<file path="src/rtl/seq_divider_pkg.sv">
// Shared constants for the sequential divider and the control unit that drives it.
package seq_divider_pkg;

    localparam int DIV_WIDTH = 24;

    typedef enum logic [1:0] {
        ST_IDLE   = 2'd0,
        ST_RUN    = 2'd1,
        ST_FINISH = 2'd2
    } div_state_e;

endpackage

</file>
<file path="src/rtl/full_adder.sv">
// One-bit full-adder cell, shared with the ALU add path.
module full_adder (
    input  logic a,
    input  logic b,
    input  logic cin,
    output logic s,
    output logic cout
);

    assign s    = a ^ b ^ cin;
    assign cout = (a & b) | (cin & (a ^ b));

endmodule

</file>
<file path="src/rtl/ripple_subtractor.sv">
// N-bit ripple subtractor a - b built from full-adder cells: b inverted, carry-in 1.
module ripple_subtractor #(
    parameter int N = 25
) (
    input  logic [N-1:0] a,
    input  logic [N-1:0] b,
    output logic [N-1:0] diff,
    output logic         no_borrow
);

    logic [N:0] carry;

    assign carry[0] = 1'b1;

    for (genvar i = 0; i < N; i++) begin : g_bit
        full_adder u_fa (
            .a   (a[i]),
            .b   (~b[i]),
            .cin (carry[i]),
            .s   (diff[i]),
            .cout(carry[i+1])
        );
    end

    // Carry-out of the chain is the inverse of the borrow.
    assign no_borrow = carry[N];

endmodule

</file>
<file path="src/rtl/seq_divider.sv">
// Multi-cycle unsigned restoring divider: one quotient bit per clock, START/BUSY/DONE handshake.
module seq_divider
    import seq_divider_pkg::*;
#(
    parameter int WIDTH = DIV_WIDTH
) (
    input  logic             clk,
    input  logic             rst,
    input  logic             start,
    input  logic [WIDTH-1:0] dividend,
    input  logic [WIDTH-1:0] divisor,
    output logic [WIDTH-1:0] quotient,
    output logic [WIDTH-1:0] remainder,
    output logic             busy,
    output logic             done,
    output logic             div_zero
);

    localparam int CNT_W = $clog2(WIDTH);

    div_state_e       state_q, state_d;
    logic [CNT_W-1:0] cnt_q, cnt_d;
    logic [WIDTH-1:0] rem_q, rem_d;
    logic [WIDTH-1:0] quo_q, quo_d;
    logic [WIDTH-1:0] dvsr_q, dvsr_d;
    logic             zero_q, zero_d;
    logic [WIDTH-1:0] quotient_q, quotient_d;
    logic [WIDTH-1:0] remainder_q, remainder_d;
    logic             busy_q, busy_d;
    logic             done_q, done_d;
    logic             div_zero_q, div_zero_d;

    logic [WIDTH:0]   trial;
    logic [WIDTH:0]   diff;
    logic             no_borrow;
    logic [WIDTH-1:0] rem_next;
    logic [WIDTH-1:0] quo_next;
    logic             unused_diff_msb;

    assign trial = {rem_q, quo_q[WIDTH-1]};

    ripple_subtractor #(.N(WIDTH + 1)) u_sub (
        .a        (trial),
        .b        ({1'b0, dvsr_q}),
        .diff     (diff),
        .no_borrow(no_borrow)
    );

    // With no borrow the difference is below the divisor, so its top bit is always 0.
    assign unused_diff_msb = diff[WIDTH];
    assign rem_next = no_borrow ? diff[WIDTH-1:0] : trial[WIDTH-1:0];
    assign quo_next = {quo_q[WIDTH-2:0], no_borrow};

    always_comb begin
        state_d     = state_q;
        cnt_d       = cnt_q;
        rem_d       = rem_q;
        quo_d       = quo_q;
        dvsr_d      = dvsr_q;
        zero_d      = zero_q;
        quotient_d  = quotient_q;
        remainder_d = remainder_q;
        busy_d      = busy_q;
        done_d      = 1'b0;
        div_zero_d  = div_zero_q;
        case (state_q)
            ST_IDLE: begin
                if (start) begin
                    dvsr_d     = divisor;
                    quo_d      = dividend;
                    rem_d      = '0;
                    zero_d     = (divisor == '0);
                    cnt_d      = (divisor == '0) ? '0 : CNT_W'(WIDTH - 1);
                    div_zero_d = 1'b0;
                    busy_d     = 1'b1;
                    state_d    = ST_RUN;
                end
            end
            ST_RUN: begin
                // A zero divisor spends one RUN cycle publishing the saturated result.
                if (zero_q) begin
                    quotient_d  = '1;
                    remainder_d = quo_q;
                    div_zero_d  = 1'b1;
                    done_d      = 1'b1;
                    state_d     = ST_FINISH;
                end else begin
                    rem_d = rem_next;
                    quo_d = quo_next;
                    cnt_d = cnt_q - 1'b1;
                    if (cnt_q == '0) begin
                        quotient_d  = quo_next;
                        remainder_d = rem_next;
                        done_d      = 1'b1;
                        state_d     = ST_FINISH;
                    end
                end
            end
            ST_FINISH: begin
                busy_d  = 1'b0;
                state_d = ST_IDLE;
            end
            default: begin
                busy_d  = 1'b0;
                state_d = ST_IDLE;
            end
        endcase
    end

    always_ff @(posedge clk or posedge rst) begin
        if (rst) begin
            state_q     <= ST_IDLE;
            cnt_q       <= '0;
            rem_q       <= '0;
            quo_q       <= '0;
            dvsr_q      <= '0;
            zero_q      <= 1'b0;
            quotient_q  <= '0;
            remainder_q <= '0;
            busy_q      <= 1'b0;
            done_q      <= 1'b0;
            div_zero_q  <= 1'b0;
        end else begin
            state_q     <= state_d;
            cnt_q       <= cnt_d;
            rem_q       <= rem_d;
            quo_q       <= quo_d;
            dvsr_q      <= dvsr_d;
            zero_q      <= zero_d;
            quotient_q  <= quotient_d;
            remainder_q <= remainder_d;
            busy_q      <= busy_d;
            done_q      <= done_d;
            div_zero_q  <= div_zero_d;
        end
    end

    assign quotient  = quotient_q;
    assign remainder = remainder_q;
    assign busy      = busy_q;
    assign done      = done_q;
    assign div_zero  = div_zero_q;

endmodule

</file>
<file path="config.mk">
export PLATFORM = sky130hd
export DESIGN_NAME = seq_divider
export DESIGN_NICKNAME = d
export VERILOG_FILES = /design/src/rtl/seq_divider_pkg.sv /design/src/rtl/full_adder.sv /design/src/rtl/ripple_subtractor.sv /design/src/rtl/seq_divider.sv
export SDC_FILE = /design/constraint.sdc
export NUM_CORES = 1
export LEC_CHECK = 0
export ABC_AREA = 0
export CORE_ASPECT_RATIO = 0.6
export CORE_MARGIN = 10
export CORE_UTILIZATION = 58
export DETAILED_ROUTE_END_ITERATION = 16
export HOLD_SLACK_MARGIN = 0.12
export PLACE_DENSITY = 0.86
export RECOVER_POWER = 25
export REMOVE_ABC_BUFFERS = 1
export SLEW_MARGIN = 30
export SYNTH_ARGS = -nofsm -noshare
export SYNTH_HDL_FRONTEND = slang
export SYNTH_SLANG_ARGS = --single-unit
</file>
<file path="constraint.sdc">
create_clock -name clk -period 22.4 [get_ports clk]
set_input_delay 4.48 -clock clk [delete_from_list [all_inputs] [get_ports clk]]
set_output_delay 4.48 -clock clk [all_outputs]
set_load 0.02 [all_outputs]
</file>
==> results.tsv, run 1 <==
stage	metric	value	unit
worst_setup_path	critPathLaunch	quo_q[23]	
yosys	avgSynthCellArea	10.1	um2
place	numPortBuffers	101	
global_routing	grt_pass1_vias	5353	
floorplan	start_util	0.598	
clock_tree	cts_tree	built	
floorplan	fp.dieW	155	um
clock_tree	clkSinkCount	131	
worst_setup_path	cp.depth	34	
yosys	ys_types	42	
detailed_routing	dr.first_iter.drc_count	488	
worst_setup_path	endpoint	remainder[4]	
worst_setup_path	regToRegSetupSlack	10840	ps
sta	fin_crit	11560	ps
global_routing	grt_remaining_overflow	0	
sta	max_clock_freq	86.5	MHz
finish	fin_nets	789	
floorplan	die_height	101	um
clock_tree	cts_resized	0	
worst_setup_path	reg2reg_to	remainder[4]	
worst_setup_path	cpLargestDelayFamily	adder cells	
status	violations	max-capacitance violations, max-slew violations	
global_routing	grtUsageTotal	0.232	
sta	finalCritPeriodShare	0.516	
clock_tree	clock_path_buffers	2	
worst_setup_path	cp.arrival	11840	ps
finish	antennaDiodeCount	0	
worst_setup_path	critPathSlowestCell	fa_1	
place	dp_hpwl	11400	um
yosys	synth_edf_count	0	
sta	maxSlewHeadroom	-0.402	
floorplan	dieArea	0.0156	mm2
clock_tree	htree_levels	4	
finish	syn_to_final_growth	25.5	%
sta	hold_violations	0	
detailed_routing	firstDrtPassIters	7	
sta	tns	0	ps
sta	finClkSkew	6.23	ps
yosys	ys_seq_area_frac	0.518	
worst_setup_path	cp.buffers_inverters	6	
power	power_density	185	mW/mm2
floorplan	core-area	0.0106	mm2
clock_tree	cts_inserted_buffers	17	
detailed_routing	ant_nets	0	
sta	maxSlewViolCount	98	
worst_setup_path	crit_type	flip-flop to flip-flop	
power	ir_drop	0.0908	mV
finish	stdcell_count	865	
finish	drive_above_1_share	0.0895	
yosys	ys_seq_elements	131	
worst_setup_path	ff2ff_path_depth	34	
floorplan	placementRows	29	
detailed_routing	avgRoutedWirePerCell	20.2	um
worst_setup_path	critPathMostFrequentCell	fa_1	
worst_hold_path	hp-class	flip-flop to flip-flop	
global_routing	antenna_found_initial	0	
flow_run	maxCapViolations	2	
place	placed_cells	833	
worst_setup_path	critical-path-max-stage-delay	440	ps
worst_setup_path	cp.required	22680	ps
global_routing	grt_pass1_wl	28700	um
clock_tree	cts_hold_buf	0	
power	p_leak	3.70	nW
sta	tightest_slew	2100	ps
detailed_routing	postRouteWirelength	17500	um
detailed_routing	drcViolationCount	0	
clock_tree	clk_latency	420	ps
worst_setup_path	critPathCaptureType	flip-flop	
worst_setup_path	worst_r2r_startpoint	quo_q[23]	
status	status	finished, violations left	
floorplan	ios	102	
clock_tree	post-cts-setup-buffer-count	0	
yosys	synth_area	0.00633	mm2
yosys	synthFlopType	dfrtp_1	
yosys	yosysWarnings	0	
clock_tree	cts-root-buf	clkbuf_16	
detailed_routing	via_per_inst	5.95	
global_routing	grt_max_degree	88	
sta	rsz0062_at_grt	false	
yosys	netlist_instances	625	
worst_setup_path	start_kind	flip-flop	
yosys	async_flop_share	1.00	
clock_tree	clk_pin_slew	60	ps
detailed_routing	vias	5144	
sta	setup_viol	0	
worst_setup_path	cp_max_fo	18	
place	place_congestion	0.909	
[cell families after synthesis]
| logic type | after synthesis | share of synthesized area |
|---|---|---|
| XOR/XNOR | 1 | 0.00138 |
| AO/OA/AOI/OAI | 116 | 0.115 |
| adder cells (fa/ha/maj) | 25 | 0.0767 |
| multiplexers | 39 | 0.0652 |
| buffers and inverters | 74 | 0.0575 |
| flip-flops | 131 | 0.518 |
| AND/OR/NAND/NOR | 239 | 0.166 |
[synth_stat cells (all sizes together), types with 2 or more instances]
cell / number / area (um2)
nand2b: 2 / 12.5
a31oi: 22 / 138
o22ai: 4 / 25.0
nor2: 36 / 138
o31ai: 7 / 52.6
a22o: 15 / 131
a211oi: 6 / 45.0
mux2: 18 / 203
mux2i: 21 / 210
nor4: 7 / 58.8
dfrtp: 131 / 3280
or3b: 2 / 20.0
a21o: 6 / 45.0
and2: 4 / 25.0
o21ai: 48 / 244
nor2b: 3 / 18.8
buf: 25 / 180
clkbuf: 13 / 48.8
nor3b: 2 / 31.3
inv: 36 / 135
nand2: 156 / 593
nand3: 23 / 115
nor3: 2 / 10.0
a21oi: 5 / 25.0
fa: 23 / 460
ha: 2 / 25.0
[metrics by stage]
step	power [mW]	area, um2	worst slack [ps]	hold slack (ps)	utilization
finish	1.47	7950	10840	489	0.750
global route	1.57	7950	10330	513	0.750
CTS	1.47	7970	10760	491	0.752
detailed placement	1.16	7360	10910	472	0.694
global placement	1.12	7340	11190	463	0.693
floorplan	0.904	6100	10930	452	-
[where the power goes]
group | total (mW) | leakage (nW) | switching [mW] | internal, mW
Combinational | 0.743 | 1.79 | 0.416 | 0.327
Sequential | 0.439 | 1.61 | 0.0854 | 0.354
Clock | 0.285 | 0.295 | 0.105 | 0.180
[metal layers]
| layer | part of all wire | GRT usage |
|---|---|---|
| met3 | 0.098 | 0.0797 |
| met4 | 0.016 | 0.0723 |
| met5 | 0 | 0 |
| met1 | 0.42 | 0.298 |
| met2 | 0.47 | 0.362 |
[area by class of cell]
type                    count  area [um2]
flip-flops and latches    131        3280
multi-input cells         420        2690
fillers                   716        2650
repair buffers            107        1050
clock buffers              19         453
well taps                 139         174
clock inverters            13         159
inverters                  36         136
[sequential cells by signal, indices dropped and copies added, names as in the netlist]
name and count:
busy 1, cnt_q 5, div_zero 1, done 1, dvsr_q 24, quo_q 24, quotient 24, rem_q 24
remainder 24, state_q 2, zero_q 1
[layout by cell type, fill, tap and decap left out, types with 3 or more instances in the layout]
master           count
nand2_1            154
dfrtp_1            131
clkdlybuf4s50_1     99
o21ai_0             43
nor2_1              35
inv_1               34
nand3_1             23
fa_1                23
a31oi_1             22
mux2i_1             21
mux2_2              18
clkbuf_16           17
a22o_1              15
o31ai_1              7
nor4_1               6
a211oi_1             6
a21o_1               6
a21oi_1              5
o22ai_1              4
o21ai_1              4
clkinv_2             4
nor2b_1              3
and2_1               3
clkinv_4             3
bufinv_16            3
clkinvlp_4           3
buf_4                3
[how the worst min path moves through the flow]
stage / start / endpoint / slack, ps / cells past startpoint
2_1_floorplan: dvsr_q[0] / dvsr_q[0] / 450 / 2
3_3_place_gp: div_zero / div_zero / 460 / 2
3_5_place_dp: remainder[18] / remainder[18] / 470 / 1
4_1_cts: remainder[22] / remainder[22] / 490 / 1
5_1_grt: remainder[17] / remainder[17] / 510 / 1
6_report: quotient[8] / quotient[8] / 490 / 2
[worst register-to-register path, delay by kind of cell (launching register included)]
family | cells | cell delay, ps
compound gates | 1 | 110
simple gates | 1 | 170
mux | 2 | 590
flops | 1 | 400
buf+inv | 6 | 700
fa+ha+maj | 24 | 9470
Power figures use the tool's default switching activity.
==> inputs of run 2 (changes only) <==
CORE_UTILIZATION = 54   (was 58)
PLACE_DENSITY = 0.8   (was 0.86)
clock period = 12.01 ns   (was 22.4 ns; I/O delays follow)
==> results.tsv, run 2 (synthesis gave the netlist of run 1 again) <==
stage	metric	value	unit
sta	finalCritPeriodShare	0.954	
global_routing	grt_pass1_wl	27500	um
floorplan	core-area	0.0114	mm2
detailed_routing	firstDrtPassIters	5	
worst_setup_path	reg2reg_to	remainder[2]	
worst_setup_path	critPathLaunch	quo_q[23]	
sta	maxSlewViolCount	108	
detailed_routing	ant_nets	0	
worst_setup_path	critPathCaptureType	flip-flop	
finish	antennaDiodeCount	0	
status	violations	max-capacitance violations, max-slew violations	
place	dp_hpwl	11400	um
finish	fin_nets	787	
place	placed_cells	852	
global_routing	grtUsageTotal	0.204	
worst_setup_path	endpoint	remainder[2]	
worst_hold_path	hold_depth	1	
detailed_routing	wl_met3	1220	um
finish	multi_input_area	0.00270	mm2
floorplan	fp.dieW	160	um
finish	final_common_cell	nand2_1	
finish	syn_to_final_growth	25.4	%
finish	post-route-util	0.698	
detailed_routing	routed.top_layer	met4	
worst_setup_path	cp_max_fo	18	
sta	tightest_slew	3300	ps
worst_setup_path	worst_r2r_startpoint	quo_q[23]	
clock_tree	cts_inserted_buffers	17	
worst_setup_path	regToRegSetupSlack	550	ps
finish	seq_area	0.00328	mm2
power	p_leak	3.68	nW
worst_setup_path	cp.arrival	11750	ps
detailed_routing	dr.first_iter.drc_count	353	
clock_tree	cts_tree	built	
worst_setup_path	critPathSlowestCell	fa_1	
clock_tree	clock_path_buffers	2	
clock_tree	clk_pin_slew	50	ps
global_routing	antenna_found_initial	0	
sta	hold_violations	0	
detailed_routing	postRouteWirelength	16600	um
sta	tns	0	ps
worst_setup_path	ff2ff_path_depth	34	
floorplan	start_util	0.557	
detailed_routing	avgRoutedWirePerCell	18.8	um
worst_setup_path	start_kind	flip-flop	
floorplan	dieArea	0.0166	mm2
detailed_routing	wl_met2	7630	um
floorplan	die_height	104	um
worst_setup_path	cp.required	12300	ps
global_routing	grt_remaining_overflow	0	
detailed_routing	drcViolationCount	0	
detailed_routing	vias	4948	
sta	rsz0062_at_grt	false	
sta	max_clock_freq	87.2	MHz
sta	setup_viol	0	
sta	finClkSkew	8.66	ps
status	status	finished, violations left	
finish	final_cell_mix	154 x nand2_1, 131 x dfrtp_1, 100 x clkdlybuf4s50_1	
finish	stdcell_count	883	
power	power_density	335	mW/mm2
worst_setup_path	critical-path-max-stage-delay	460	ps
clock_tree	clkSinkCount	131	
sta	fin_crit	11460	ps
power	ir_drop	0.229	mV
clock_tree	htree_levels	4	
finish	fillers	886	
place	numPortBuffers	101	
clock_tree	cts-root-buf	clkbuf_16	
flow_run	maxCapViolations	2	
worst_setup_path	crit_type	flip-flop to flip-flop	
sta	worst_hold_slack	480	ps
clock_tree	cts_hold_buf	0	
worst_setup_path	critPathMostFrequentCell	fa_1	
floorplan	ios	102	
floorplan	placementRows	30	
sta	maxSlewHeadroom	-1.21	
place	place_congestion	0.876	
global_routing	grt_pass1_vias	5195	
worst_hold_path	hp-class	flip-flop to flip-flop	
clock_tree	clk_latency	420	ps
detailed_routing	via_per_inst	5.60	
detailed_routing	wl_met1	7570	um
global_routing	grt_max_degree	78	
finish	drive_above_1_share	0.0899	
run 2: per-layer routing:
| metal | vias to the layer above | GRT usage |
|---|---|---|
| met4 | 0 | 0.0574 |
| li1 | 2270 | - |
| met2 | 156 | 0.307 |
| met5 | - | 0 |
| met1 | 2500 | 0.274 |
| met3 | 22 | 0.0711 |
run 2: cell type report:
type / instances / share of cell area
clock inverters: 13 / 0.0172
flip-flops and latches: 131 / 0.413
repair buffers: 105 / 0.132
inverters: 36 / 0.0172
clock buffers: 18 / 0.0553
well taps: 160 / 0.0252
multi-input cells: 420 / 0.340
run 2: through the flow:
stage	setup WS [ps]	power [mW]	instance area [um2]
after global routing	13.6	2.87	7940
after detailed placement	527	2.15	7360
after CTS	417	2.67	7940
after floorplan	536	1.69	6100
after global placement	771	2.08	7350
final	548	2.66	7940
run 2: what timing repair did:
item                       4_1_cts  5_1_grt
resized for setup                0        1
setup endpoints to repair        0        1
buffers inserted                 0        0
run 2: how the worst min path moves through the flow:
| stage | from | end | slack [ps] |
|---|---|---|---|
| finish | remainder[17] | remainder[17] | 480 |
| global route | quotient[10] | quotient[10] | 520 |
| CTS | remainder[17] | remainder[17] | 490 |
| detailed placement | remainder[17] | remainder[17] | 470 |
| global placement | remainder[17] | remainder[17] | 460 |
| floorplan | dvsr_q[0] | dvsr_q[0] | 450 |
run 2: critical path, delay by kind of cell, from the launching register on:
kind | cells | cell delay [ps]
multiplexers | 2 | 550
AND/OR/NAND/NOR | 1 | 160
flip-flops | 1 | 400
adder cells (fa/ha/maj) | 24 | 9540
buffers and inverters | 6 | 600
AO/OA/AOI/OAI | 1 | 80
run 2: where the power goes:
| part | switching [mW] | internal [mW] |
|---|---|---|
| Sequential | 0.167 | 0.660 |
| Clock | 0.195 | 0.309 |
| Combinational | 0.725 | 0.604 |
==> inputs of run 3 (changes only) <==
SKIP_CTS_REPAIR_TIMING = 1   (was unset)
==> results of run 3 <==
Final layout, timing and power as in run 2 (identical DEF).
